`src/rtl/alu_serial_ctrl.sv`:
```
// alu_serial_ctrl - bit-serial sequencer wrapped around a 1-bit ALU slice.
// Captures two WIDTH-bit operands plus opsel/mode/carry-in on start.
// Feeds the slice one bit pair per cycle, LSB first.
// Collects the result bits and the final carry.
// Optional feature macro: ALU_SERIAL_ZERO_FLAG_EN (registered result==0 flag).
module alu_serial_ctrl #(
   parameter int WIDTH = 8
) (
   input  logic             clk,
   input  logic             rst_n,
   input  logic             start,
   input  logic [WIDTH-1:0] a,
   input  logic [WIDTH-1:0] b,
   input  logic [2:0]       opsel_in,
   input  logic             mode_in,
   input  logic             cin_in,
   output logic             busy,
   output logic             done,
   output logic [WIDTH-1:0] result,
   output logic             cout,
   output logic             zero,
   output logic             slice_op1,
   output logic             slice_op2,
   output logic             slice_cin,
   output logic [2:0]       slice_opsel,
   output logic             slice_mode,
   input  logic             slice_result,
   input  logic             slice_cout
);

   localparam int CNT_W = $clog2(WIDTH + 1);

   typedef enum logic [1:0] {S_IDLE, S_SHIFT, S_DONE} state_t;

   state_t           r_state;
   state_t           w_next;
   logic [WIDTH-1:0] r_a;
   logic [WIDTH-1:0] r_b;
   logic [2:0]       r_opsel;
   logic             r_mode;
   logic             r_carry;
   logic [CNT_W-1:0] r_count;
   logic [WIDTH-2:0] r_res_sh;
   logic [WIDTH-1:0] r_result;
   logic             r_cout;
   logic             w_start_acc;
   logic             w_last;
   logic [WIDTH-1:0] w_assembled;

   assign w_start_acc = (r_state == S_IDLE) && start;
   assign w_last      = (r_state == S_SHIFT) && (r_count == CNT_W'(WIDTH - 1));
   // The current slice bit enters at the MSB; earlier bits have already
   // moved down, so on the final edge bit i lines up with operand bit i.
   assign w_assembled = {slice_result, r_res_sh};

   // State register
   always_ff @(posedge clk or negedge rst_n) begin
      if (!rst_n) r_state <= S_IDLE;
      else        r_state <= w_next;
   end

   // Next-state logic: start is only looked at in IDLE, DONE always returns
   always_comb begin
      w_next = r_state;
      unique case (r_state)
         S_IDLE:  if (start) w_next = S_SHIFT;
         S_SHIFT: if (w_last) w_next = S_DONE;
         S_DONE:  w_next = S_IDLE;
         default: w_next = S_IDLE;
      endcase
   end

   // Output decode: slice bit lanes are forced low outside SHIFT
   always_comb begin
      busy      = 1'b0;
      done      = 1'b0;
      slice_op1 = 1'b0;
      slice_op2 = 1'b0;
      slice_cin = 1'b0;
      unique case (r_state)
         S_SHIFT: begin
            busy      = 1'b1;
            slice_op1 = r_a[0];
            slice_op2 = r_b[0];
            slice_cin = r_carry;
         end
         S_DONE: begin
            busy = 1'b1;
            done = 1'b1;
         end
         default: ;
      endcase
   end

   // Operand/carry/count capture on start, then shift once per SHIFT edge
   always_ff @(posedge clk or negedge rst_n) begin
      if (!rst_n) begin
         r_a      <= '0;
         r_b      <= '0;
         r_opsel  <= '0;
         r_mode   <= 1'b0;
         r_carry  <= 1'b0;
         r_count  <= '0;
         r_res_sh <= '0;
      end else if (w_start_acc) begin
         r_a      <= a;
         r_b      <= b;
         r_opsel  <= opsel_in;
         r_mode   <= mode_in;
         r_carry  <= cin_in;
         r_count  <= '0;
         r_res_sh <= '0;
      end else if (r_state == S_SHIFT) begin
         r_a      <= r_a >> 1;
         r_b      <= r_b >> 1;
         r_carry  <= slice_cout;
         r_count  <= r_count + CNT_W'(1);
         r_res_sh <= w_assembled[WIDTH-1:1];
      end
   end

   // Visible result/carry change only on the final SHIFT edge, so they
   // stay stable from DONE until the next operation completes
   always_ff @(posedge clk or negedge rst_n) begin
      if (!rst_n) begin
         r_result <= '0;
         r_cout   <= 1'b0;
      end else if (w_last) begin
         r_result <= w_assembled;
         r_cout   <= slice_cout;
      end
   end

   assign result      = r_result;
   assign cout        = r_cout;
   assign slice_opsel = r_opsel;
   assign slice_mode  = r_mode;

`ifdef ALU_SERIAL_ZERO_FLAG_EN
   logic r_zero;

   // Zero flag follows the result; an accepted start clears it
   always_ff @(posedge clk or negedge rst_n) begin
      if (!rst_n)           r_zero <= 1'b0;
      else if (w_start_acc) r_zero <= 1'b0;
      else if (w_last)      r_zero <= (w_assembled == '0);
   end

   assign zero = r_zero;
`else
   assign zero = 1'b0;
`endif

endmodule

```
`config.mk`:
```
export PLATFORM = sky130hd
export DESIGN_NAME = alu_serial_ctrl
export DESIGN_NICKNAME = d
export VERILOG_FILES = /design/src/rtl/alu_serial_ctrl.sv
export SDC_FILE = /design/constraint.sdc
export NUM_CORES = 1
export LEC_CHECK = 0
export CAP_MARGIN = 20
export CORE_ASPECT_RATIO = 1.1
export CORE_UTILIZATION = 50
export CTS_BUF_LIST = sky130_fd_sc_hd__clkbuf_8 sky130_fd_sc_hd__clkbuf_16
export DETAILED_ROUTE_END_ITERATION = 16
export GPL_ROUTABILITY_DRIVEN = 0
export PLACE_DENSITY = 0.82
export SETUP_SLACK_MARGIN = 0.02
export SLEW_MARGIN = 20
export SYNTH_ARGS = -nofsm -noshare
export SYNTH_HDL_FRONTEND = slang
export SYNTH_SLANG_ARGS = --single-unit
```
`constraint.sdc`:
```
create_clock -name clk -period 2.52 [get_ports clk]
set_input_delay 0.504 -clock clk [delete_from_list [all_inputs] [get_ports clk]]
set_output_delay 0.504 -clock clk [all_outputs]
set_load 0.03 [all_outputs]
```
# After elaboration in Yosys (flattened, before gate mapping)
# Index checks and enable logic that the tools add are counted.
[classes]
n_addsub = 1
n_mul = 0
div_mod_pow = 0
order_cmp = 0
eq_ne = 5
n_shift = 0
muxes = 18
bitwise = 0
reduce_logical = 6
[op_table]
columns = ["op", "n"]
rows = [
  ["8-bit 2-to-1 mux", 4],
  ["7-bit 2-to-1 mux", 2],
  ["4-bit 2-to-1 mux", 2],
  ["1-bit 2-to-1 mux", 7],
  ["4-bit by 1-bit adder with 4-bit output, second input constant", 1],
  ["4-bit by 3-bit == test with 1-bit output, second input constant", 1],
  ["2-bit 2-to-1 mux", 2],
  ["2-bit inequality test, second input constant", 2],
  ["2-bit one-hot mux with 2 select lines", 1],
  ["2-bit by 1-bit == test with 1-bit output, second input constant", 1],
  ["2-bit == test, second input constant", 1],
  ["1-bit logical AND", 2],
  ["2-bit logical NOT", 1],
  ["2-bit AND reduction", 1],
  ["2-bit nonzero test", 1],
  ["2-bit OR reduction", 1],
]
[word_totals]
reg_bits = 43
latchBits = 0
mem_bits_rw = 0
romBits = 0
inputBits = 26
out_inout_bits = 19
elab_cells = 40
n_memories = 0

# Longest topological paths before layout
# Gate-level depths: netlist of the first run.
[depth]
ltp_word = 4
ltp_mapped = 7
mapped_depth_nobuf = 5

# Least setup slack after synthesis of the first run
# OpenSTA, ideal clock, no wires.
[synth_path]
path_type = "register to output"
from = "register r_state[1]"
to = "output port slice_cin"
t_arrival_ns = 1.311
required_time_ns = 2.016
slack_ns = 0.705
path_stages_with_launch = 6
path_buffers = 2
cell_sequence = "dfrtp_1 > inv_1 > ha_1 > buf_4 > buf_2 > and2_1"
[synth_between]
elab_chain_cells = 2
[synth_rtl]
columns = ["element", "line", "text"]
rows = [
  ["start: declaration", "35", "state_t r_state;"],
  ["start signal: assignment", "59", "else r_state <= w_next;"],
  ["2-bit by 1-bit == test with 1-bit output", "80", "unique case (r_state)"],
  ["1-bit 2-to-1 mux", "80", ""],
  ["end: declaration", "24", "output logic slice_cin,"],
]
# Every way passes these cells.

# Final worst setup path of the first run
[layout_path]
from = "register r_state[0]"
to = "output port busy"
[layout_between]
elab_chain_cells = 3
elab_cells_between_ends = 4
cone_classes = "2 x eq/ne; 1 x mux; 1 x reduce/logical"
[layout_rtl]
columns = ["element", "line", "text"]
rows = [
  ["2-bit by 1-bit == test with 1-bit output / 2-bit == test (equally long branches)", "80", ""],
  ["2-bit OR reduction (no source line) (*)", "-", ""],
  ["1-bit 2-to-1 mux (*)", "80", ""],
  ["end: declaration", "17", "output logic busy,"],
]
# Every way passes the cells marked *; elsewhere a longest branch is shown, timed or not.

==> results of run 1 <==
metrics by stage:
stage	total power, W	worst slack, ns	hold slack, ns	util [%]
after global routing	0.00326	0.172	0.423	68.3
final	0.00305	0.260	0.333	68.3
after global placement	0.00236	0.637	0.488	64.6
after floorplan	0.00207	0.705	0.208	-
after CTS	0.00309	0.227	0.366	68.3
after detailed placement	0.00244	0.577	0.494	64.6
report_power, final:
group / internal, W / switching [W]
sequential: 0.000959 / 0.000166
combinational: 0.000610 / 0.000681
clock: 0.000395 / 0.000244
total: 0.00196 / 0.00109
worst paths after layout:
check	slack, ns	to
min in group clk	0.51	result[7]
max reg2reg	0.76	r_state[1]
min reg2reg	0.51	result[7]
min	0.33	result[3]
max	0.26	busy
max in group asynchronous	1.60	slice_opsel[0]
cell type report:
cell class,count,share of cell area [%]
Clock buffer,5,2.71
Clock inverter,3,2.66
Inverter,2,0.296
Multi-Input combinational cell,105,31.8
Sequential cell,43,42.4
Tap cell,50,2.47
Timing Repair Buffer,47,17.7
sequential cells by signal (all words and copies together) (netlist names):
register and cells:
r_state 2, r_a 8, result 8, slice_mode 1, r_carry 1, cout 1, r_count 4, slice_opsel 3
r_b 8, r_res_sh 7
cell usage in the layout, fill, tap and decap left out, types with 2 or more instances in the layout:
master and count:
clkdlybuf4s50_1 39, and2_1 4, dfrtp_1 43, mux2_2 11, o21ai_0 17, xor2_1 2, mux2i_1 23, inv_1 2
ha_1 5, nand2_1 18, mux2_4 4, nand2b_1 2, buf_4 7, bufinv_16 2, clkbuf_8 5, nor2_1 11
worst register-to-register path: stages (launching register included):
cell and delay (ns):
dfrtp_1 0.40, inv_1 0.13, ha_2 0.48, buf_4 0.28, a21oi_2 0.09, mux2_2 0.27
per-layer routing:
metal  vias up  routed length (um)  global-route usage (%)
met3         5                 131                    6.24
met4         0                  70                    10.8
met5         -                   0                       0
met1       650                1500                    24.9
li1        623                   -                       -
met2        33                1940                    35.5
cells by family (layout without fill, tap and decap cells):
family | after synthesis | in the layout | share of synthesized area, %
AO/OA/AOI/OAI | 18 | 18 | 4.76
XOR/XNOR | 3 | 3 | 1.33
adder cells (fa/ha/maj) | 6 | 6 | 3.81
buffers and inverters | 13 | 57 | 4.63
flip-flops | 43 | 43 | 54.6
multiplexers | 38 | 38 | 21.0
other | 1 | 1 | 0.190
AND/OR/NAND/NOR | 39 | 39 | 9.65
==> metrics.txt, run 1 <==
total gr overflow 0; area grow syn2layout 28.7%; initial antenna violation count 0; cell depth of the worst setup path 3; dpl cell area 2400 sq um; vias 1311; Avg Cell Area, Syn 12.2 sq um; Area contributors post-synth dfrtp_1 55%, mux2i_1 12%, mux2_2 6.3%; Synth top cells by count 43 x dfrtp_1, 23 x mux2i_1, 18 x nand2_1; Rows 23; Critical-path top delay cell clkdlybuf4s50_1; max-cap viol count 0; Final period util 89.7%; Critical Path Start r_state[0]; clock-pin slew on the worst setup and hold paths 0.08 ns; largest net degree at the start of global routing 44; VDD IR-drop max 0.000935 V; Worst R2R Path Depth 5; Setup violations, final 0; crit-path leading delay family buffers and inverters; Die Span X 61.9 um; total CTS buffers 5; final hold violation count 0; postcts setup bufs 0; YS warnings 0; hold-fix buffers at CTS 0; Data arrival, critical path 1.76 ns; unrepaired setup endpoints after global routing no; Worst EP required 2.02 ns; port buffer count 43; fin cells 255; die area 4200 sq um; DRT iter0 DRCs 45; DPL Wire Length 2620 um; worst r2r src r_state[1]; PD cells 1200 nW/um^2; drt pass-1 iters 4; CP peak stage delay 0.66 ns; post_cts resized 0; Synth Register Bits 43; H-tree depth 2; Slew Limit Fails 0; chip height 67.8 um; CP Max Fanout 4; Worst setup EP type primary output; CTS Sinks 43; Core Box Area 3710 sq um; vias per inst 5.14; synthesized area 1970 sq um; post-synth top area cell dfrtp_1; Post-Synthesis Cells 161; Post-synth EDFFs 0; CTS Buffer Depth 2; CTS tree built; final wirelength 3640 um; total global-route track usage 21.4%; Sequential Area 1080 sq um; Leak Pwr 1.18 nW; most numerous cell in the Yosys netlist dfrtp_1; placed cells 247; Hold Crit Class input port to asynchronous set/reset pin; sequential fraction of the synthesis area 54.6%; Clk Tree Root Cell clkbuf_8; skew final 0.00498 ns; Most used DFF post-synth dfrtp_1; Synth top area share 54.6%; Detail Route Antenna Nets 0; Skew-Pair Late Insertion Delay 0.30 ns; worst path cell trace inv_1 -> ha_1 -> clkdlybuf4s50_1; first-pass GRT wire length 6150 um; diodes inserted 0; Max transition margin 37.9%; routed wire length per instance 14.3 um; setup TNS 0 ns; final instance area 2540 sq um; CP Launch Type flip-flop; initial core utilization 53.1%; syn_nets 193; WP buf/inv 2; async set or reset register ratio after synthesis 100%; vias in the first global route 1349; layout cell share with drive strength beyond 1 16.6%; f_max 443 MHz; Ports 45; DRC 0; fin nets 236; outcome finished, final reports clean; Tightest Pin Transition 0.931 ns; multi-input logic area 806 sq um; Fill cells 261; Tmin final 2.26 ns; Synth cell types 24; critical path class flip-flop to primary output
No activity file was read; power rests on OpenSTA's default activity.
==> inputs of run 2 (changes only) <==
--- a/config.mk
+++ b/config.mk
@@ -12,6 +12,7 @@
 export DETAILED_ROUTE_END_ITERATION = 16
 export GPL_ROUTABILITY_DRIVEN = 0
 export PLACE_DENSITY = 0.82
+export RECOVER_POWER = 25
 export SETUP_SLACK_MARGIN = 0.02
 export SLEW_MARGIN = 20
 export SYNTH_ARGS = -nofsm -noshare
==> run 2 against run 1 <==
Core utilization did not move. First-iteration DRC count did not move. Worst setup slack is the same. Largest cell class unchanged. Maximum frequency is the same.
==> metrics.txt, run 2 (same netlist as run 1, synthesis figures left out) <==
Final period util 89.7%; vias per inst 5.14; first-pass GRT wire length 6150 um; die area 4200 sq um; Max transition margin 30.5%; Critical-path top delay cell clkdlybuf4s50_1; setup TNS 0 ns; area grow syn2layout 28.7%; final wirelength 3640 um; Fill cells 261; PD cells 1200 nW/um^2; Core Box Area 3710 sq um; Core Util, Final 68.3%; largest net degree at the start of global routing 44; Leak Pwr 1.18 nW; hold-fix buffers at CTS 0; outcome finished, final reports clean; vias 1311; DRC 0; layout cell share with drive strength beyond 1 16.6%; routed wire length per instance 14.3 um; CP peak stage delay 0.66 ns; total global-route track usage 21.4%; max-cap viol count 0; f_max 443 MHz; CP Launch Type flip-flop; fin nets 236; clock-pin slew on the worst setup and hold paths 0.08 ns; CP Max Fanout 4; Tmin final 2.26 ns; initial core utilization 53.1%; worst r2r src r_state[1]; grt met1 use 24.9%; diodes inserted 0; CTS tree built; critical path class flip-flop to primary output; Slew Limit Fails 0; DPL Wire Length 2620 um; port buffer count 43; skew final 0.00498 ns; Clk Tree Root Cell clkbuf_8; CTS Buffer Depth 2; worst path cell trace inv_1 -> ha_1 -> clkdlybuf4s50_1; H-tree depth 2; Rows 23; Skew-Pair Late Insertion Delay 0.30 ns; Die Span X 61.9 um; VDD IR-drop max 0.000935 V; Hold Crit Class input port to asynchronous set/reset pin; final hold violation count 0; most frequent cells in the layout 43 x dfrtp_1, 39 x clkdlybuf4s50_1, 23 x mux2i_1; Data arrival, critical path 1.76 ns; Detail Route Antenna Nets 0; Critical Path Start r_state[0]; total CTS buffers 5; met3 usage 6.24%; CTS Sinks 43; initial antenna violation count 0; commonest non-fill, non-tap cell in the layout dfrtp_1; Setup violations, final 0; Worst EP required 2.02 ns; drt pass-1 iters 4; Ports 45; gr busiest metal met2; unrepaired setup endpoints after global routing no; post_cts resized 0; vias in the first global route 1349; GR Util met2 35.5%; DRT iter0 DRCs 45; chip height 67.8 um; Tightest Pin Transition 1.04 ns; postcts setup bufs 0; Worst setup EP type primary output; total gr overflow 0
## run 2: where the power goes
| part | switching (W) | internal, W |
|---|---|---|
| clock network | 0.000244 | 0.000395 |
| logic | 0.000681 | 0.000610 |
| registers | 0.000166 | 0.000959 |
| total | 0.00109 | 0.00196 |
## run 2: layer usage
layer | share of wire (%) | vias up | wire length [um]
met4 | 1.9 | 0 | 70
met3 | 3.6 | 5 | 131
met2 | 53 | 33 | 1940
met5 | 0 | - | 0
met1 | 41 | 650 | 1500
li1 | - | 623 | -
## run 2: worst paths after layout
path / to / slack, ns / depth (start not counted)
max: busy / 0.26 / 3
max reg2reg: r_state[1] / 0.76 / 5
min reg2reg: result[7] / 0.51 / 1
min: result[3] / 0.37 / 1
max in group asynchronous: slice_opsel[0] / 1.51 / 1
min in group clk: result[7] / 0.51 / 1
## run 2: area by class of cell
cell class	count	area [sq um]	share of cell area, %
Tap cell	50	62.6	2.47
Clock buffer	5	68.8	2.71
Multi-Input combinational cell	105	806	31.8
Sequential cell	43	1080	42.4
Timing Repair Buffer	47	448	17.7
Clock inverter	3	67.6	2.66
Inverter	2	7.51	0.296
## run 2: through the flow
| stage | instance area, sq um | power (W) | hold WS (ns) | setup slack [ns] | cells |
|---|---|---|---|---|---|
| final | 2540 | 0.00305 | 0.370 | 0.260 | 255 |
| after global routing | 2540 | 0.00326 | 0.471 | 0.172 | 255 |
| after CTS | 2540 | 0.00309 | 0.366 | 0.227 | 255 |
| after detailed placement | 2400 | 0.00244 | 0.494 | 0.577 | 247 |
| after global placement | 2400 | 0.00236 | 0.488 | 0.637 | 247 |
| after floorplan | 1970 | 0.00207 | 0.208 | 0.705 | 161 |
## run 2: worst max-delay path: cells and delay by family (launching register included)
family	cells	cell delay, ns
adder cells (fa/ha/maj)	1	0.29
buffers and inverters	2	0.76
flip-flops	1	0.41
==> inputs of run 3 (changes only) <==
--- a/config.mk
+++ b/config.mk
@@ -5,13 +5,12 @@
 export SDC_FILE = /design/constraint.sdc
 export NUM_CORES = 1
 export LEC_CHECK = 0
-export CAP_MARGIN = 20
 export CORE_ASPECT_RATIO = 1.1
-export CORE_UTILIZATION = 50
+export CORE_UTILIZATION = 40
 export CTS_BUF_LIST = sky130_fd_sc_hd__clkbuf_8 sky130_fd_sc_hd__clkbuf_16
 export DETAILED_ROUTE_END_ITERATION = 16
 export GPL_ROUTABILITY_DRIVEN = 0
-export PLACE_DENSITY = 0.82
+export PLACE_DENSITY = 0.68
 export RECOVER_POWER = 25
 export SETUP_SLACK_MARGIN = 0.02
 export SLEW_MARGIN = 20
==> run 3 against run 2 <==
Clock skew increased by 0.0022 ns. Die area increased by 24%. Power decreased by 3.7%. Wire length decreased by 0.99%. Count of clock-buffer cells in the layout unchanged. Sequential share of layout area increased by 0.27 points. Core utilization decreased by 15 points. Critical path type unchanged. Critical endpoint unchanged. Largest power group unchanged. Highest routed layer unchanged.
==> metrics.txt, run 3 (same netlist as run 1, synthesis figures left out) <==
post_cts resized 0; VDD IR-drop max 0.000801 V; max-cap viol count 0; Slew Limit Fails 0; critical path class flip-flop to primary output; port buffer count 43; Tightest Pin Transition 1.04 ns; Worst setup EP type primary output; Hold Crit Class input port to asynchronous set/reset pin; Tmin final 2.24 ns; clock-pin slew on the worst setup and hold paths 0.09 ns; DRT iter0 DRCs 38; postcts setup bufs 0; Max transition margin 30.6%; CTS tree built; Rows 26; H-tree depth 2; routed wire length per instance 13.8 um; Ports 45; Worst R2R Path Depth 5; Detail Route Antenna Nets 0; total gr overflow 0; layout cell share with drive strength beyond 1 16.6%; drt pass-1 iters 4; outcome finished, final reports clean; hold-fix buffers at CTS 0; commonest non-fill, non-tap cell in the layout dfrtp_1; unrepaired setup endpoints after global routing no; Critical Path Start r_state[0]; area grow syn2layout 27.9%; f_max 446 MHz; total CTS buffers 5; worst r2r src r_state[1]; fin nets 236; skew final 0.00714 ns; final hold violation count 0; Data arrival, critical path 1.74 ns; setup TNS 0 ns; vias per inst 4.92; CTS Buffer Depth 2; CP Max Fanout 4; chip height 75.6 um; die area 5210 sq um; Final period util 89.0%; RR Endpoint result[7]; Skew-Pair Late Insertion Delay 0.29 ns; total global-route track usage 15.5%; DPL Wire Length 2620 um; first-pass GRT wire length 5800 um; dpl cell area 2410 sq um; initial antenna violation count 0; vias in the first global route 1279; vias 1283; Core Box Area 4680 sq um; Worst R2R Setup Slack 0.69 ns; final instance area 2520 sq um; Leak Pwr 1.17 nW; CP Launch Type flip-flop; Die Span X 68.9 um; Power Total 0.00294 W; final wirelength 3610 um; most frequent cells in the layout 43 x dfrtp_1, 39 x clkdlybuf4s50_1, 23 x mux2i_1; DRC 0; largest net degree at the start of global routing 44; Clk Tree Root Cell clkbuf_8; Setup crit end busy; PD cells 1170 nW/um^2; initial core utilization 42.1%; diodes inserted 0; Worst EP required 2.02 ns; CTS Sinks 43; Setup violations, final 0
## run 3: worst max-delay path, cell delays in order, from the launching register on
cell             delay (ns)
dfrtp_1                0.41
inv_1                  0.10
ha_1                   0.29
clkdlybuf4s50_1        0.66
## run 3: power by group
part,switching (W),internal [W]
combinational,0.000671,0.000607
sequential,0.000171,0.000960
clock,0.000237,0.000295
## run 3: layout make-up
| class | count | area, sq um |
|---|---|---|
| flip-flops and latches | 43 | 1080 |
| clock inverters | 3 | 43.8 |
| clock buffers | 5 | 68.8 |
| fillers | 414 | 2160 |
| well taps | 56 | 70.1 |
| repair buffers | 47 | 448 |
| inverters | 2 | 7.51 |
| multi-input cells | 105 | 806 |
## run 3: worst min-delay path by stage
stage                 from   endpoint  slack (ns)
3_3_place_gp   r_res_sh[0]  result[0]        0.49
2_1_floorplan        rst_n       cout        0.21
3_5_place_dp     result[3]  result[3]        0.49
6_report             rst_n  result[3]        0.38
4_1_cts              rst_n  result[3]        0.38
5_1_grt              rst_n  result[3]        0.47
## run 3: layer usage
layer	wire length [um]	part of all wire [%]	track usage, %
met5	0	0	0
met4	54	1.5	6.12
met3	113	3.1	4.49
met2	1960	54	27.1
met1	1480	41	17.7
## run 3: through the flow
stage,hold WS [ns],utilization [%],setup WS [ns],instances
6_report,0.377,53.8,0.278,261
5_1_grt,0.469,53.8,0.204,261
4_1_cts,0.378,53.8,0.260,261
3_5_place_dp,0.492,51.4,0.594,253
3_3_place_gp,0.488,51.4,0.639,253
2_1_floorplan,0.208,-,0.705,161
==> RTL edit, RTL diff (settings of run 2) <==
Add a define of `ALU_SERIAL_ZERO_FLAG_EN`.
--- a/src/rtl/alu_serial_ctrl.sv
+++ b/src/rtl/alu_serial_ctrl.sv
@@ -4,4 +4,6 @@
 // Collects the result bits and the final carry.
 // Optional feature macro: ALU_SERIAL_ZERO_FLAG_EN (registered result==0 flag).
+`define ALU_SERIAL_ZERO_FLAG_EN
+
 module alu_serial_ctrl #(
    parameter int WIDTH = 8
Function: changed (a bounded check fails within 10 cycles, from zero or initial values and one cycle with rst_n low).
==> RTL edit against run 2 <==
Area after synthesis up 2.7%; wire length down 1.0%; fmax down 0.97%; worst setup slack worse by 22 ps; power down 6.2%; largest cell class unchanged; first-iteration DRC count up 60%; global-route usage down 2.7 points; design area up 0.59%; sequential cell count up 1; non-clock buffer count up 1; via count up 2.4%; clock power down 36%.
==> RTL edit: results (changes against run 2) <==
Outcome
  – Status: finished, final reports clean

Finish
  – Layout cell share with drive strength beyond 1: 14.8% (-1.8 points)
  – Area occupied by multi-input gates: 845 um2 (+4.8%)
  – Final nets: 242 (+2.5%)
  – Filler instances: 284 (+8.8%)

Yosys
  – Adder-cell area share of the yosys netlist: 3.71% (-0.10 points)
  – Post-synthesis compound-gate area fraction: 4.70% (-0.065 points)
  – Sequential element share of the synthesized area: 54.4% (-0.22 points)
  – Asr flop ratio synth: 100% (unchanged)
  – Synth Area in XOR/XNOR: 1.30% (-0.035 points)
  – Post-synth top cells: dfrtp_1 (44), mux2i_1 (23), nand2_1 (19)
  – Syn Nets: 198 (+2.6%)
  – Synth Flop Type: dfrtp_1
  – Largest cells by area after synthesis: dfrtp_1 (54%), mux2i_1 (11%), mux2_4 (8.2%), o21ai_0 (4.2%), ha_1 (3.7%)
  – Post-synthesis mux area share: 21.8% (+0.74 points)
  – Post-synth cell types: 23 (-4.2%)

STA
  – Worst Skew: 4.50 ps (-0.479 ps)
  – Max-slew headroom: 28.2% (-2.3 points)

Pwr
  – Leak: 1.19 nW (+1.0%)
  – Max VDD drop: 0.915 mV (-2.1%)

GRT
  – First-pass GRT wire length: 6.01 mm (-2.4%)
  – Total track usage: 18.7% (-2.7 points)
  – Pin count of the biggest net entering global routing: 45 (+2.3%)

Detailed routing
  – Drt wl/cell: 13.9 um (-2.9%)
  – Via Count: 1342 (+2.4%)
  – Initial DRC Count: 72 (+60%)

Clock tree
  – H-tree depth: 2 (unchanged)
  – Root cell of the clock tree: clkbuf_8
  – Setup bufs post-CTS: 0 (unchanged)

Setup path
  – Crit path arrival time: 1780 ps (+20 ps)

Placed design
  – PortBufs: 44 (+2.3%)
  – Placement Cell Area: 0.00247 mm2 (+3.1%)
  – Hpwl dp: 2.64 mm (+0.67%)

Min path
  – Hold/Removal Path Class: in2async
-- RTL edit: cell count changes after synthesis, moves of 2 or more --
cell,before,now
mux2_2,11,4
mux2_4,4,11
a21oi_1,0,2
buf_2,3,5
buf_6,4,2
nor4_1,0,2
-- RTL edit: cells by family after synthesis --
| kind of cell | count (synthesis) |
|---|---|
| flip-flops | 44 |
| AO/OA/AOI/OAI | 19 |
| adder cells (fa/ha/maj) | 6 |
| AND/OR/NAND/NOR | 43 |
| XOR/XNOR | 3 |
| buffers and inverters | 13 |
| multiplexers | 38 |
-- RTL edit: area by class of cell --
cell class,count,area share [%]
sequential,44,43.2
clock buffer,5,2.70
tap,50,2.45
inverter,2,0.294
timing repair buffer,48,17.9
multi-input combinational,109,33.1
clock inverter,2,0.343
-- RTL edit: final timing paths --
kind / slack (ps) / end / cells past startpoint / startpoint
max: 240 / busy / 3 / r_state[0]
min: 390 / r_a[4] / 1 / rst_n
max reg2reg: 520 / result[0] / 4 / r_state[1]
min reg2reg: 520 / result[6] / 1 / result[6]
max in group asynchronous: 1470 / slice_opsel[1] / 1 / rst_n
min in group clk: 520 / result[6] / 1 / result[6]
-- RTL edit: critical path: stages, from the launching register on --
cell and delay [ps]:
dfrtp_1 420, inv_1 100, ha_1 290, clkdlybuf4s50_1 670
-- RTL edit: power by group --
group | internal (mW) | total (mW) | switching [mW]
logic | 0.626 | 1.30 | 0.675
clock network | 0.184 | 0.408 | 0.224
registers | 0.976 | 1.16 | 0.181
-- RTL edit: per-layer routing --
| layer | part of all wire (%) | GRT usage [%] | vias to the layer above |
|---|---|---|---|
| met2 | 49 | 31.9 | 43 |
| met5 | 0 | 0 | - |
| met3 | 5.5 | 6.91 | 4 |
| li1 | - | - | 644 |
| met4 | 1.1 | 5.23 | 0 |
| met1 | 45 | 22.4 | 651 |
-- RTL edit: per-stage QoR --
step	hold WS (ps)	worst slack (ps)	std cells	total power, mW
final	393	238	260	2.87
after CTS	392	226	260	2.90
after floorplan	208	737	166	2.09
after global placement	494	615	253	2.40
after global routing	455	179	260	3.07
after detailed placement	499	523	253	2.48
